File: config.mk
export PLATFORM = sky130hd
export DESIGN_NAME = posicao
export DESIGN_NICKNAME = d
export VERILOG_FILES = /design/src/rtl/posicao.sv
export SDC_FILE = /design/constraint.sdc
export NUM_CORES = 1
export LEC_CHECK = 0
export BUFFER_PORTS_ARGS = -buffer_cell sky130_fd_sc_hd__buf_2
export CORE_MARGIN = 5
export CORE_UTILIZATION = 45
export DETAILED_ROUTE_END_ITERATION = 10
export PLACE_DENSITY = 0.81
export SYNTH_ARGS = -nofsm -noshare
export SYNTH_HDL_FRONTEND = slang
export SYNTH_SLANG_ARGS = --single-unit
File: constraint.sdc
create_clock -name c4 -period 1.9 [get_ports c4]
set_input_delay 0.285 -clock c4 [delete_from_list [all_inputs] [get_ports c4]]
set_output_delay 0.285 -clock c4 [all_outputs]
set_load 0.01 [all_outputs]
File: src/rtl/posicao.sv
// Position tracker for the maze robot. It takes the 3-bit movement action code
// (000 stop, 001 N, 010 O, 011 L, 100 S) and keeps an X/Y cell on a bounded grid.
// Moves that would leave the grid, or that run into a sensed wall, are rejected.
// Accepted steps are counted with saturation, and arrival at the goal cell is sticky.
// Optional feature: define POSICAO_VISITADO_EN to add a visited-cell bitmap with the
// novo / distintas outputs.
module posicao #(
   parameter int GRID_X   = 8,
   parameter int GRID_Y   = 8,
   parameter int COORD_W  = 3,
   parameter int X_INI    = 0,
   parameter int Y_INI    = 0,
   parameter int X_ALVO   = 7,
   parameter int Y_ALVO   = 7,
   parameter int PASSOS_W = 8
) (
   input  logic                c4,
   input  logic                reset,
   input  logic [2:0]          acao,
   input  logic                parede,
   output logic [COORD_W-1:0]  pos_x,
   output logic [COORD_W-1:0]  pos_y,
   output logic [PASSOS_W-1:0] passos,
   output logic                colisao,
   output logic                erro,
   output logic                chegou
`ifdef POSICAO_VISITADO_EN
   ,
   output logic                novo,
   output logic [COORD_W*2:0]  distintas
`endif
);

   localparam logic [COORD_W-1:0] X_MAX   = COORD_W'(GRID_X - 1);
   localparam logic [COORD_W-1:0] Y_MAX   = COORD_W'(GRID_Y - 1);
   localparam logic [COORD_W-1:0] X_RST   = COORD_W'(X_INI);
   localparam logic [COORD_W-1:0] Y_RST   = COORD_W'(Y_INI);
   localparam logic [COORD_W-1:0] X_GOAL  = COORD_W'(X_ALVO);
   localparam logic [COORD_W-1:0] Y_GOAL  = COORD_W'(Y_ALVO);
   localparam logic [PASSOS_W-1:0] PASSOS_MAX = '1;

   typedef enum logic {EXPLORA = 1'b0, CHEGOU = 1'b1} state_t;

   state_t                state_q, state_d;
   logic [COORD_W-1:0]    pos_x_q, pos_x_d;
   logic [COORD_W-1:0]    pos_y_q, pos_y_d;
   logic [PASSOS_W-1:0]   passos_q, passos_d;
   logic                  colisao_q, colisao_d;
   logic                  erro_q, erro_d;
   logic                  chegou_q, chegou_d;

   // Candidate target cell and request classification
   logic [COORD_W-1:0]    nx, ny;
   logic                  pedido;
   logic                  bloq;

`ifdef POSICAO_VISITADO_EN
   localparam int N_CEL = GRID_X * GRID_Y;
   localparam int IDX_W = (N_CEL > 1) ? $clog2(N_CEL) : 1;
   localparam logic [N_CEL-1:0] VIS_INI = N_CEL'(1) << (Y_INI * GRID_X + X_INI);

   logic [N_CEL-1:0]      vis_q, vis_d;
   logic [COORD_W*2:0]    dist_q, dist_d;
   logic                  novo_q, novo_d;
   logic [IDX_W-1:0]      idx;
   logic                  aceito;
`endif

   // Next-state, position update, step count and pulse generation
   always_comb begin
      state_d   = state_q;
      pos_x_d   = pos_x_q;
      pos_y_d   = pos_y_q;
      passos_d  = passos_q;
      colisao_d = 1'b0;
      erro_d    = 1'b0;
      nx        = pos_x_q;
      ny        = pos_y_q;
      pedido    = 1'b0;
      bloq      = 1'b0;

      if (state_q == EXPLORA) begin
         case (acao)
            3'b000: begin
            end
            3'b001: begin
               pedido = 1'b1;
               if (pos_y_q == Y_MAX) bloq = 1'b1;
               else                  ny   = pos_y_q + COORD_W'(1);
            end
            3'b010: begin
               pedido = 1'b1;
               if (pos_x_q == '0) bloq = 1'b1;
               else               nx   = pos_x_q - COORD_W'(1);
            end
            3'b011: begin
               pedido = 1'b1;
               if (pos_x_q == X_MAX) bloq = 1'b1;
               else                  nx   = pos_x_q + COORD_W'(1);
            end
            3'b100: begin
               pedido = 1'b1;
               if (pos_y_q == '0) bloq = 1'b1;
               else               ny   = pos_y_q - COORD_W'(1);
            end
            default: erro_d = 1'b1;
         endcase

         if (pedido) begin
            // Edge and wall rejects are treated the same way
            if (bloq || parede) begin
               colisao_d = 1'b1;
            end else begin
               pos_x_d = nx;
               pos_y_d = ny;
               if (passos_q != PASSOS_MAX) passos_d = passos_q + PASSOS_W'(1);
            end
         end

         // Also catches a reset position that already sits on the goal
         if (pos_x_d == X_GOAL && pos_y_d == Y_GOAL) state_d = CHEGOU;
      end

      chegou_d = (state_d == CHEGOU);
   end

   // Control and position registers, cleared asynchronously
   always_ff @(posedge c4 or negedge reset) begin
      if (!reset) begin
         state_q   <= EXPLORA;
         pos_x_q   <= X_RST;
         pos_y_q   <= Y_RST;
         passos_q  <= '0;
         colisao_q <= 1'b0;
         erro_q    <= 1'b0;
         chegou_q  <= 1'b0;
      end else begin
         state_q   <= state_d;
         pos_x_q   <= pos_x_d;
         pos_y_q   <= pos_y_d;
         passos_q  <= passos_d;
         colisao_q <= colisao_d;
         erro_q    <= erro_d;
         chegou_q  <= chegou_d;
      end
   end

   assign pos_x   = pos_x_q;
   assign pos_y   = pos_y_q;
   assign passos  = passos_q;
   assign colisao = colisao_q;
   assign erro    = erro_q;
   assign chegou  = chegou_q;

`ifdef POSICAO_VISITADO_EN
   // Visited bitmap update on accepted moves only
   always_comb begin
      vis_d  = vis_q;
      dist_d = dist_q;
      novo_d = 1'b0;
      aceito = (state_q == EXPLORA) && pedido && !bloq && !parede;
      idx    = IDX_W'(ny) * IDX_W'(GRID_X) + IDX_W'(nx);
      if (aceito && !vis_q[idx]) begin
         vis_d[idx] = 1'b1;
         dist_d     = dist_q + (COORD_W*2+1)'(1);
         novo_d     = 1'b1;
      end
   end

   // Bitmap registers; reset leaves only the start cell marked
   always_ff @(posedge c4 or negedge reset) begin
      if (!reset) begin
         vis_q  <= VIS_INI;
         dist_q <= (COORD_W*2+1)'(1);
         novo_q <= 1'b0;
      end else begin
         vis_q  <= vis_d;
         dist_q <= dist_d;
         novo_q <= novo_d;
      end
   end

   assign novo      = novo_q;
   assign distintas = dist_q;
`endif

endmodule
# Word-level counts from Yosys, hierarchy flattened
# Cells that the tools add are included.
[word_totals] in_bits=6 word_cells=57 regBits=17 output_inout_bits=17
[classes] addsub=5 eq_ne=9 bitwise=2 reduce_logical=8 muxes=27
[ops] operator="3-bit two-way mux" n=10
[ops] operator="3-bit equality test, second input constant" n=5
[ops] operator="1-bit two-way mux" n=14
[ops] operator="3-bit case mux with 2 select lines" n=2
[ops] operator="3-bit zero test" n=3
[ops] operator="8-bit by 1-bit adder with 8-bit output, second input constant" n=1
[ops] operator="8-bit != test, second input constant" n=1
[ops] operator="3-bit by 1-bit adder with 3-bit output, second input constant" n=2
[ops] operator="3-bit by 2-bit equality test with 1-bit output, second input constant" n=2
[ops] operator="3-bit by 1-bit subtractor with 3-bit output, second input constant" n=2
[ops] operator="5-bit OR reduction" n=1
[ops] operator="1-bit case mux with 4 select lines" n=1
[ops] operator="4-bit AND reduction" n=1
[ops] operator="4-bit OR reduction" n=1
[ops] operator="3-bit by 1-bit equality test with 1-bit output, second input constant" n=1
[ops] operator="1-bit NOT" n=2
[ops] operator="1-bit logical AND" n=1
[ops] operator="1-bit logical OR" n=1

# Logic depth before layout (Yosys ltp)
# Gate-level depths: netlist (run 1).
[depth] ltp_word=12 ltp_mapped=7

# Worst setup path after synthesis (run 1)
# OpenSTA, ideal clock, no wires.
[synth_timing] path_kind="register -> register" from="reg pos_x_q[0] (netlist: pos_x[0])" to="reg passos_q[1] (netlist: passos[1])" n_path_buf=0 setup_slack_ps=21 t_arrival_ps=1753 stages_incl_launch_ff=8 path_cell_list="dfrtp_1 > inv_1 > ha_1 > or3b_1 > a21oi_2 > nor3_4 > nand2_4 > mux2_4"
[synth_between] elab_chain_cells=7 elab_cells_between_ends=9 classes_between="eq/ne (1); mux (4); bitwise (1); reduce/logical (3)"
[synth_rtl] element="start, declared" line_no="45" text="logic [COORD_W-1:0] pos_x_q, pos_x_d;"
[synth_rtl] element="start signal, assigned" line_no="139" text="pos_x_q <= pos_x_d;"
[synth_rtl] element="3-bit equality test or 3-bit zero test (tied branches)" line_no="98, 93"
[synth_rtl] element="1-bit two-way mux (on tied branches)" line_no="98, 93"
[synth_rtl] element="1-bit case mux with 4 select lines *" line_no="83" text="case (acao)"
[synth_rtl] element="1-bit two-way mux *" line_no="82" text="if (state_q == EXPLORA) begin"
[synth_rtl] element="1-bit logical OR *" line_no="111" text="if (bloq || parede) begin"
[synth_rtl] element="1-bit NOT (no source line) *"
[synth_rtl] element="4-bit AND reduction (no source line) *"
[synth_rtl] element="end signal, assigned" line_no="141" text="passos_q <= passos_d;"
[synth_rtl] element="end, declared" line_no="47" text="logic [PASSOS_W-1:0] passos_q, passos_d;"
# Mark *: on every way between the ends. The rest lies on a longest branch, timed or not. The select of a mux whose other input is x is not followed.
# A chain may end at the register's enable or synchronous reset.

# Worst setup path after layout (run 1)
[layout_timing] from="reg pos_x_q[1] (netlist: pos_x[1])" to="reg passos_q[1] (netlist: passos[1])"
# The elaborated chain is that of the path after synthesis.

==> results of run 1 <==
[repair_timing]
| item | 4_1_cts | 5_1_grt |
|---|---|---|
| endpoints found under the hold margin | 17 | 0 |
| hold buffers | 1 | 0 |
| setup buffers | 0 | 3 |
| pin swaps | 1 | 3 |
| resized for setup | 2 | 5 |
| endpoints found under the setup margin | 1 | 3 |
[synth_stat cells, types with 2 or more instances]
master | instances | area share, %
a21oi_1 | 3 | 1.3
and3_1 | 3 | 1.6
buf_6 | 2 | 2.0
dfrtp_1 | 17 | 37
ha_1 | 7 | 7.7
inv_1 | 7 | 2.3
mux2_2 | 2 | 2.0
mux2i_1 | 2 | 1.8
nand2_1 | 5 | 1.6
nand2b_1 | 2 | 1.1
nand3_1 | 8 | 3.5
nand4_1 | 2 | 1.1
nor2_1 | 9 | 3.0
nor2b_1 | 2 | 1.1
nor3_1 | 2 | 0.88
nor3b_1 | 2 | 1.3
o21ai_0 | 2 | 0.88
o41ai_1 | 3 | 2.3
xnor2_1 | 9 | 6.9
[state kept, by name (all words and copies together), names as in the netlist]
register and cells:
passos 8, chegou 1, pos_y 3, colisao 1
pos_x 3, erro 1
[per-layer routing]
| metal | routed length, um | vias to the layer above | GRT usage, % |
|---|---|---|---|
| met5 | 0 | - | 0 |
| met4 | 109 | 0 | 8.36 |
| met3 | 159 | 14 | 2.13 |
| met2 | 1360 | 44 | 28.7 |
| met1 | 1010 | 459 | 16.1 |
| li1 | - | 465 | - |
[worst max path at each step]
| stage | slack [ns] | depth (start not counted) | endpoint | from |
|---|---|---|---|---|
| floorplan | 0.02 | 7 | passos[1] | pos_x[0] |
| global placement | 0.1 | 7 | passos[1] | pos_x[1] |
| detailed placement | -0.02 | 7 | passos[1] | pos_x[1] |
| CTS | 0.0008 | 7 | passos[1] | pos_x[1] |
| global route | -0.04 | 8 | passos[1] | pos_x[1] |
| finish | 0.006 | 8 | passos[1] | pos_x[1] |
[kinds of logic (layout without fill, tap and decap cells)]
kind of cell	after synthesis	in the layout	synth area share, %
multiplexers	5	5	5.03
AND/OR/NAND/NOR	45	45	24.2
flip-flops	17	17	37.2
AO/OA/AOI/OAI	18	18	14.8
adder cells (fa/ha/maj)	7	7	7.66
XOR/XNOR	9	9	6.89
buffers and inverters	9	41	4.27
[metrics by stage]
| stage | setup TNS [ns] | power (uW) | utilization (%) |
|---|---|---|---|
| after global routing | -0.0423 | 1930 | 56.9 |
| after detailed placement | -0.0239 | 1490 | 52.9 |
| after global placement | 0 | 1440 | 52.9 |
| after floorplan | 0 | 1160 | - |
| after CTS | 0 | 1700 | 54.6 |
| final | 0 | 1790 | 56.9 |
[power groups by stage]
stage          sequential (uW)  combinational, uW  clock, uW
2_1_floorplan              686                474          0
3_3_place_gp               627                810          0
3_5_place_dp               637                856          0
4_1_cts                    632                876        196
5_1_grt                    664               1050        211
6_report                   635                957        195
[worst max-delay path: cells and delay by family (launching register included)]
kind | cells | cell delay [ns]
AND/OR/NAND/NOR | 3 | 0.53
flip-flops | 1 | 0.40
multiplexers | 1 | 0.29
buffers and inverters | 2 | 0.22
AO/OA/AOI/OAI | 1 | 0.20
adder cells (fa/ha/maj) | 1 | 0.14
[layout make-up]
cell class	count	area, sq um	share of cell area [%]
clock buffers	4	26.3	1.88
multi-input cells	84	696	49.8
repair buffers	30	185	13.3
inverters	7	26.3	1.88
well taps	30	37.5	2.69
flip-flops and latches	17	425	30.5
==> impl_metrics.py, run 1 <==
metrics = {
    "placement": {
        "pre_cts_slack_ns": -0.0239,
        "placed_cell_area_sq_um": 1300,
        "io_buffers": 22,
        "gp_congestion": 0.783,
        "dpl.hpwl_mm": 1.96,
        "dp.cells": 164,
    },
    "pwr": {
        "p_leak_uw": 0.000636,
        "power_frac_seq_pct": 35.5,
        "ir_drop_mv": 0.761,
        "clkPwrFrac_pct": 10.9,
        "power_frac_comb_pct": 53.6,
        "p_sw_uw": 748,
        "swShare_pct": 41.8,
        "powerDensity_nw_per_um2": 1280,
        "p_int_uw": 1040,
    },
    "finish": {
        "area_growth_pct": 22.1,
        "drive_above_1_share_pct": 35.2,
        "fin_nets": 156,
        "stdcell_count": 172,
        "mostFrequentLayoutCell": "buf_2",
        "fillCellCount": 216,
        "stdcell_area_sq_um": 1400,
        "diodes": 0,
        "mostFrequentLayoutCells": "22 x buf_2, 17 x dfrtp_1, 9 x nor2_1, 9 x xnor2_1, 8 x nand3_1",
    },
    "floorplanning": {
        "die_y_um": 60.4,
        "initial_utilization_pct": 46.6,
        "die-area_sq_um": 3650,
        "io_pins": 23,
        "fp.dieW_um": 60.4,
        "num_rows": 18,
        "fp.coreArea_sq_um": 2450,
    },
    "critical_path": {
        "slowest_stage": "dfrtp_1",
        "cpPeakStageDelay_ns": 0.40,
        "critPathRequiredTime_ns": 2.08,
        "r2r-start": "pos_x[1]",
        "worstPathCellList": "inv_2 > ha_4 > or3b_4 > a21oi_4 > nor3_4 > buf_12 > nand2_4 > mux2_4",
        "worstPathArrival_ns": 2.07,
        "criticalPathCategory": "register to register",
        "setup.worst_path.end_class": "register",
        "reg2reg_depth": 8,
        "worstReg2RegEnd": "passos[1]",
        "rrSetupSlack_ns": 0.006,
        "worstPathMaxFanout": 8,
        "worstSetupStartpointType": "register",
    },
    "route": {
        "drc_errors": 0,
        "wl_per_cell_um": 15.3,
        "vias_per_cell": 5.71,
        "routed_wl_mm": 2.64,
        "vias": 982,
        "ant_nets": 0,
        "drtIter0Drc": 42,
        "drtPass1Iterations": 4,
    },
    "sta": {
        "worst_slew_pin_slew_ns": 0.389,
        "period_share_pct": 99.7,
        "setup_slack_ns": 0.00575,
        "finalClockSkew_ns": 0.00566,
        "fin_crit_ns": 1.89,
        "rsz0062_at_grt": "true",
        "finalMaxSlewViolations": 0,
        "slew-limit-headroom_pct": 73.7,
        "max_freq_ghz": 0.528,
        "setup_viol": 0,
        "whs_ns": 0.343,
        "hold_violations": 0,
    },
    "hold_path": {
        "holdPathEnd": "erro",
        "hold_path_startpoint": "acao[2]",
        "min_path_type": "primary input to register",
        "hold_depth": 2,
    },
    "status": {
        "status": "finished, final reports clean",
    },
    "global_routing": {
        "grt_usage_pct": 15.2,
        "grt_overflow_total": 0,
        "grt_max_degree": 18,
        "first_global_vias": 987,
        "antenna_found_initial": 0,
        "grt_pass1_wl_mm": 4.22,
    },
    "yosys": {
        "yosysWarnings": 0,
        "ys_async_sr_fraction_pct": 100,
        "ys.flop_type": "dfrtp_1",
        "synth_cell_type_count": 40,
        "ys_ff_latch": 17,
        "synth-edff-count": 0,
        "syn_nets": 123,
        "synth_area_sq_um": 1140,
        "synthCells": 110,
        "synth.yosys.seq_area_share_pct": 37.2,
        "synth.avg_cell_area_sq_um": 10.4,
    },
    "clock_tree": {
        "cts_root_buffer": "clkbuf_4",
        "cts_buffers": 3,
        "cts_max_path_buffers": 2,
        "cts_max_level": 1,
        "insertion_delay_ns": 0.29,
        "cts_num_sinks": 17,
        "cts_tree": "built",
        "clk_pin_slew_ns": 0.10,
    },
    "run": {
        "maxCapViolCount": 0,
    },
}
No activity file was read; power rests on OpenSTA's default activity.
==> run 2: changes to the inputs <==
==> constraint.sdc (replaced) <==
create_clock -name c4 -period 1.5 [get_ports c4]
set_input_delay 0.225 -clock c4 [delete_from_list [all_inputs] [get_ports c4]]
set_output_delay 0.225 -clock c4 [all_outputs]
set_load 0.01 [all_outputs]
==> impl_metrics.py, run 2 (synthesized netlist as in run 1, its figures left out) <==
metrics = {
    "critical_path": {
        "criticalPathCategory": "register to register",
        "worstPathMaxFanout": 3,
        "worstPathArrival_ns": 1.97,
        "reg2reg_depth": 7,
        "setup.worst_path.end_class": "register",
        "critPathRequiredTime_ns": 1.69,
        "r2r-start": "pos_x[1]",
        "worstSetupStartpointType": "register",
        "worstReg2RegEnd": "pos_x[2]",
        "rrSetupSlack_ns": -0.28,
    },
    "sta": {
        "fin_crit_ns": 1.78,
        "slew-limit-headroom_pct": 69.6,
        "finalClockSkew_ns": 0.00732,
        "period_share_pct": 119,
        "worst_slew_pin_slew_ns": 0.455,
        "rsz0062_at_grt": "true",
        "max_freq_ghz": 0.562,
        "finalMaxSlewViolations": 0,
        "fin_setup_tns_ns": -2.43,
        "whs_ns": 0.292,
        "setup_viol": 15,
        "hold_violations": 0,
        "setup_slack_ns": -0.280,
    },
    "clock_tree": {
        "cts_max_path_buffers": 2,
        "cts_buffers": 3,
        "insertion_delay_ns": 0.29,
        "cts_root_buffer": "clkbuf_4",
        "clk_pin_slew_ns": 0.10,
        "cts_max_level": 1,
        "cts_tree": "built",
        "cts_num_sinks": 17,
    },
    "placement": {
        "gp_congestion": 0.827,
        "dpl.hpwl_mm": 2.23,
        "io_buffers": 22,
        "dp.cells": 184,
    },
    "floorplanning": {
        "die-area_sq_um": 3650,
        "fp.dieW_um": 60.4,
        "io_pins": 23,
        "initial_utilization_pct": 46.6,
        "die_y_um": 60.4,
        "num_rows": 18,
        "fp.coreArea_sq_um": 2450,
    },
    "global_routing": {
        "grt_max_degree": 18,
        "use_met2_pct": 37.8,
        "first_global_vias": 1160,
        "antenna_found_initial": 0,
        "grt_pass1_wl_mm": 5.32,
        "grt_use_met3_pct": 1.49,
        "grt_overflow_total": 0,
        "top_usage_layer": "met2",
        "met1_usage_pct": 21.5,
        "grt_usage_pct": 19.8,
    },
    "finish": {
        "drive_above_1_share_pct": 60.0,
        "largest_register_ffs": 8,
        "mostFrequentLayoutCells": "30 x buf_4, 22 x buf_2, 16 x dfrtp_1",
        "diodes": 0,
        "area_growth_pct": 56.5,
        "stdcell_count": 200,
        "mostFrequentLayoutCell": "buf_4",
        "fin_nets": 184,
    },
    "hold_path": {
        "holdPathEnd": "erro",
        "hold_depth": 2,
        "min_path_type": "primary input to register",
        "hold_path_startpoint": "acao[2]",
    },
    "route": {
        "vias_per_cell": 5.44,
        "vias": 1088,
        "drtIter0Drc": 45,
        "drtPass1Iterations": 4,
        "drc_errors": 0,
        "wl_per_cell_um": 16.5,
        "ant_nets": 0,
        "routed_wl_mm": 3.30,
    },
    "status": {
        "violations": "negative setup slack",
        "status": "finished with violations",
    },
    "run": {
        "maxCapViolCount": 0,
    },
    "pwr": {
        "p_leak_uw": 0.000823,
        "powerDensity_nw_per_um2": 1630,
        "ir_drop_mv": 1.13,
    },
}
run 2: worst max-delay path, cell delays in order (launching register included):
cell and delay, ns:
dfrtp_1 0.42, inv_2 0.09, ha_4 0.13, or3b_4 0.39, a21oi_4 0.18, buf_6 0.12, o41ai_4 0.07, mux2_4 0.28
run 2: cell type report:
| cell class | instances | area [sq um] |
|---|---|---|
| Inverter | 7 | 26.3 |
| Sequential cell | 17 | 427 |
| Fill cell | 165 | 666 |
| Multi-Input combinational cell | 84 | 871 |
| Tap cell | 30 | 37.5 |
| Clock buffer | 4 | 26.3 |
| Timing Repair Buffer | 58 | 402 |
run 2: worst max path at each step:
stage                     startpoint   endpoint  slack [ns]  cells past startpoint
after floorplan             pos_x[1]  passos[1]       -0.27                      7
after global placement      pos_x[0]  passos[1]       -0.22                      7
after detailed placement    pos_x[0]  passos[1]       -0.30                      7
after CTS                   pos_x[0]  passos[1]       -0.31                      7
after global routing        pos_x[1]   pos_x[2]       -0.33                      7
final                       pos_x[1]   pos_x[2]       -0.28                      7
run 2: metrics by stage:
| stage | utilization [%] | instance area [sq um] | setup WS (ns) | power (uW) |
|---|---|---|---|---|
| final | 72.9 | 1790 | -0.280 | 2920 |
| after global routing | 72.9 | 1790 | -0.330 | 3100 |
| after CTS | 71.1 | 1750 | -0.313 | 2850 |
| after detailed placement | 60.0 | 1470 | -0.302 | 2190 |
| after global placement | 60.0 | 1470 | -0.224 | 2100 |
| after floorplan | - | 1170 | -0.266 | 1520 |
run 2: layer usage:
metal | routed length (um) | share of wire [%]
met5 | 0 | 0
met3 | 124 | 3.8
met4 | 110 | 3.3
met1 | 1340 | 41
met2 | 1720 | 52
run 2: what timing repair did:
action | 4_1_cts | 5_1_grt
pin swaps | 20 | 8
resized for setup | 31 | 8
endpoints found under the setup margin | 15 | 16
hold buffers | 1 | 0
cloned | 0 | 0
hold endpoints to repair | 17 | 0
buffers inserted | 11 | 1
run 2: power by group:
group	switching (uW)	internal (uW)	total, uW
clock	140	103	243
sequential	145	615	760
combinational	900	1010	1910
total	1180	1730	2920
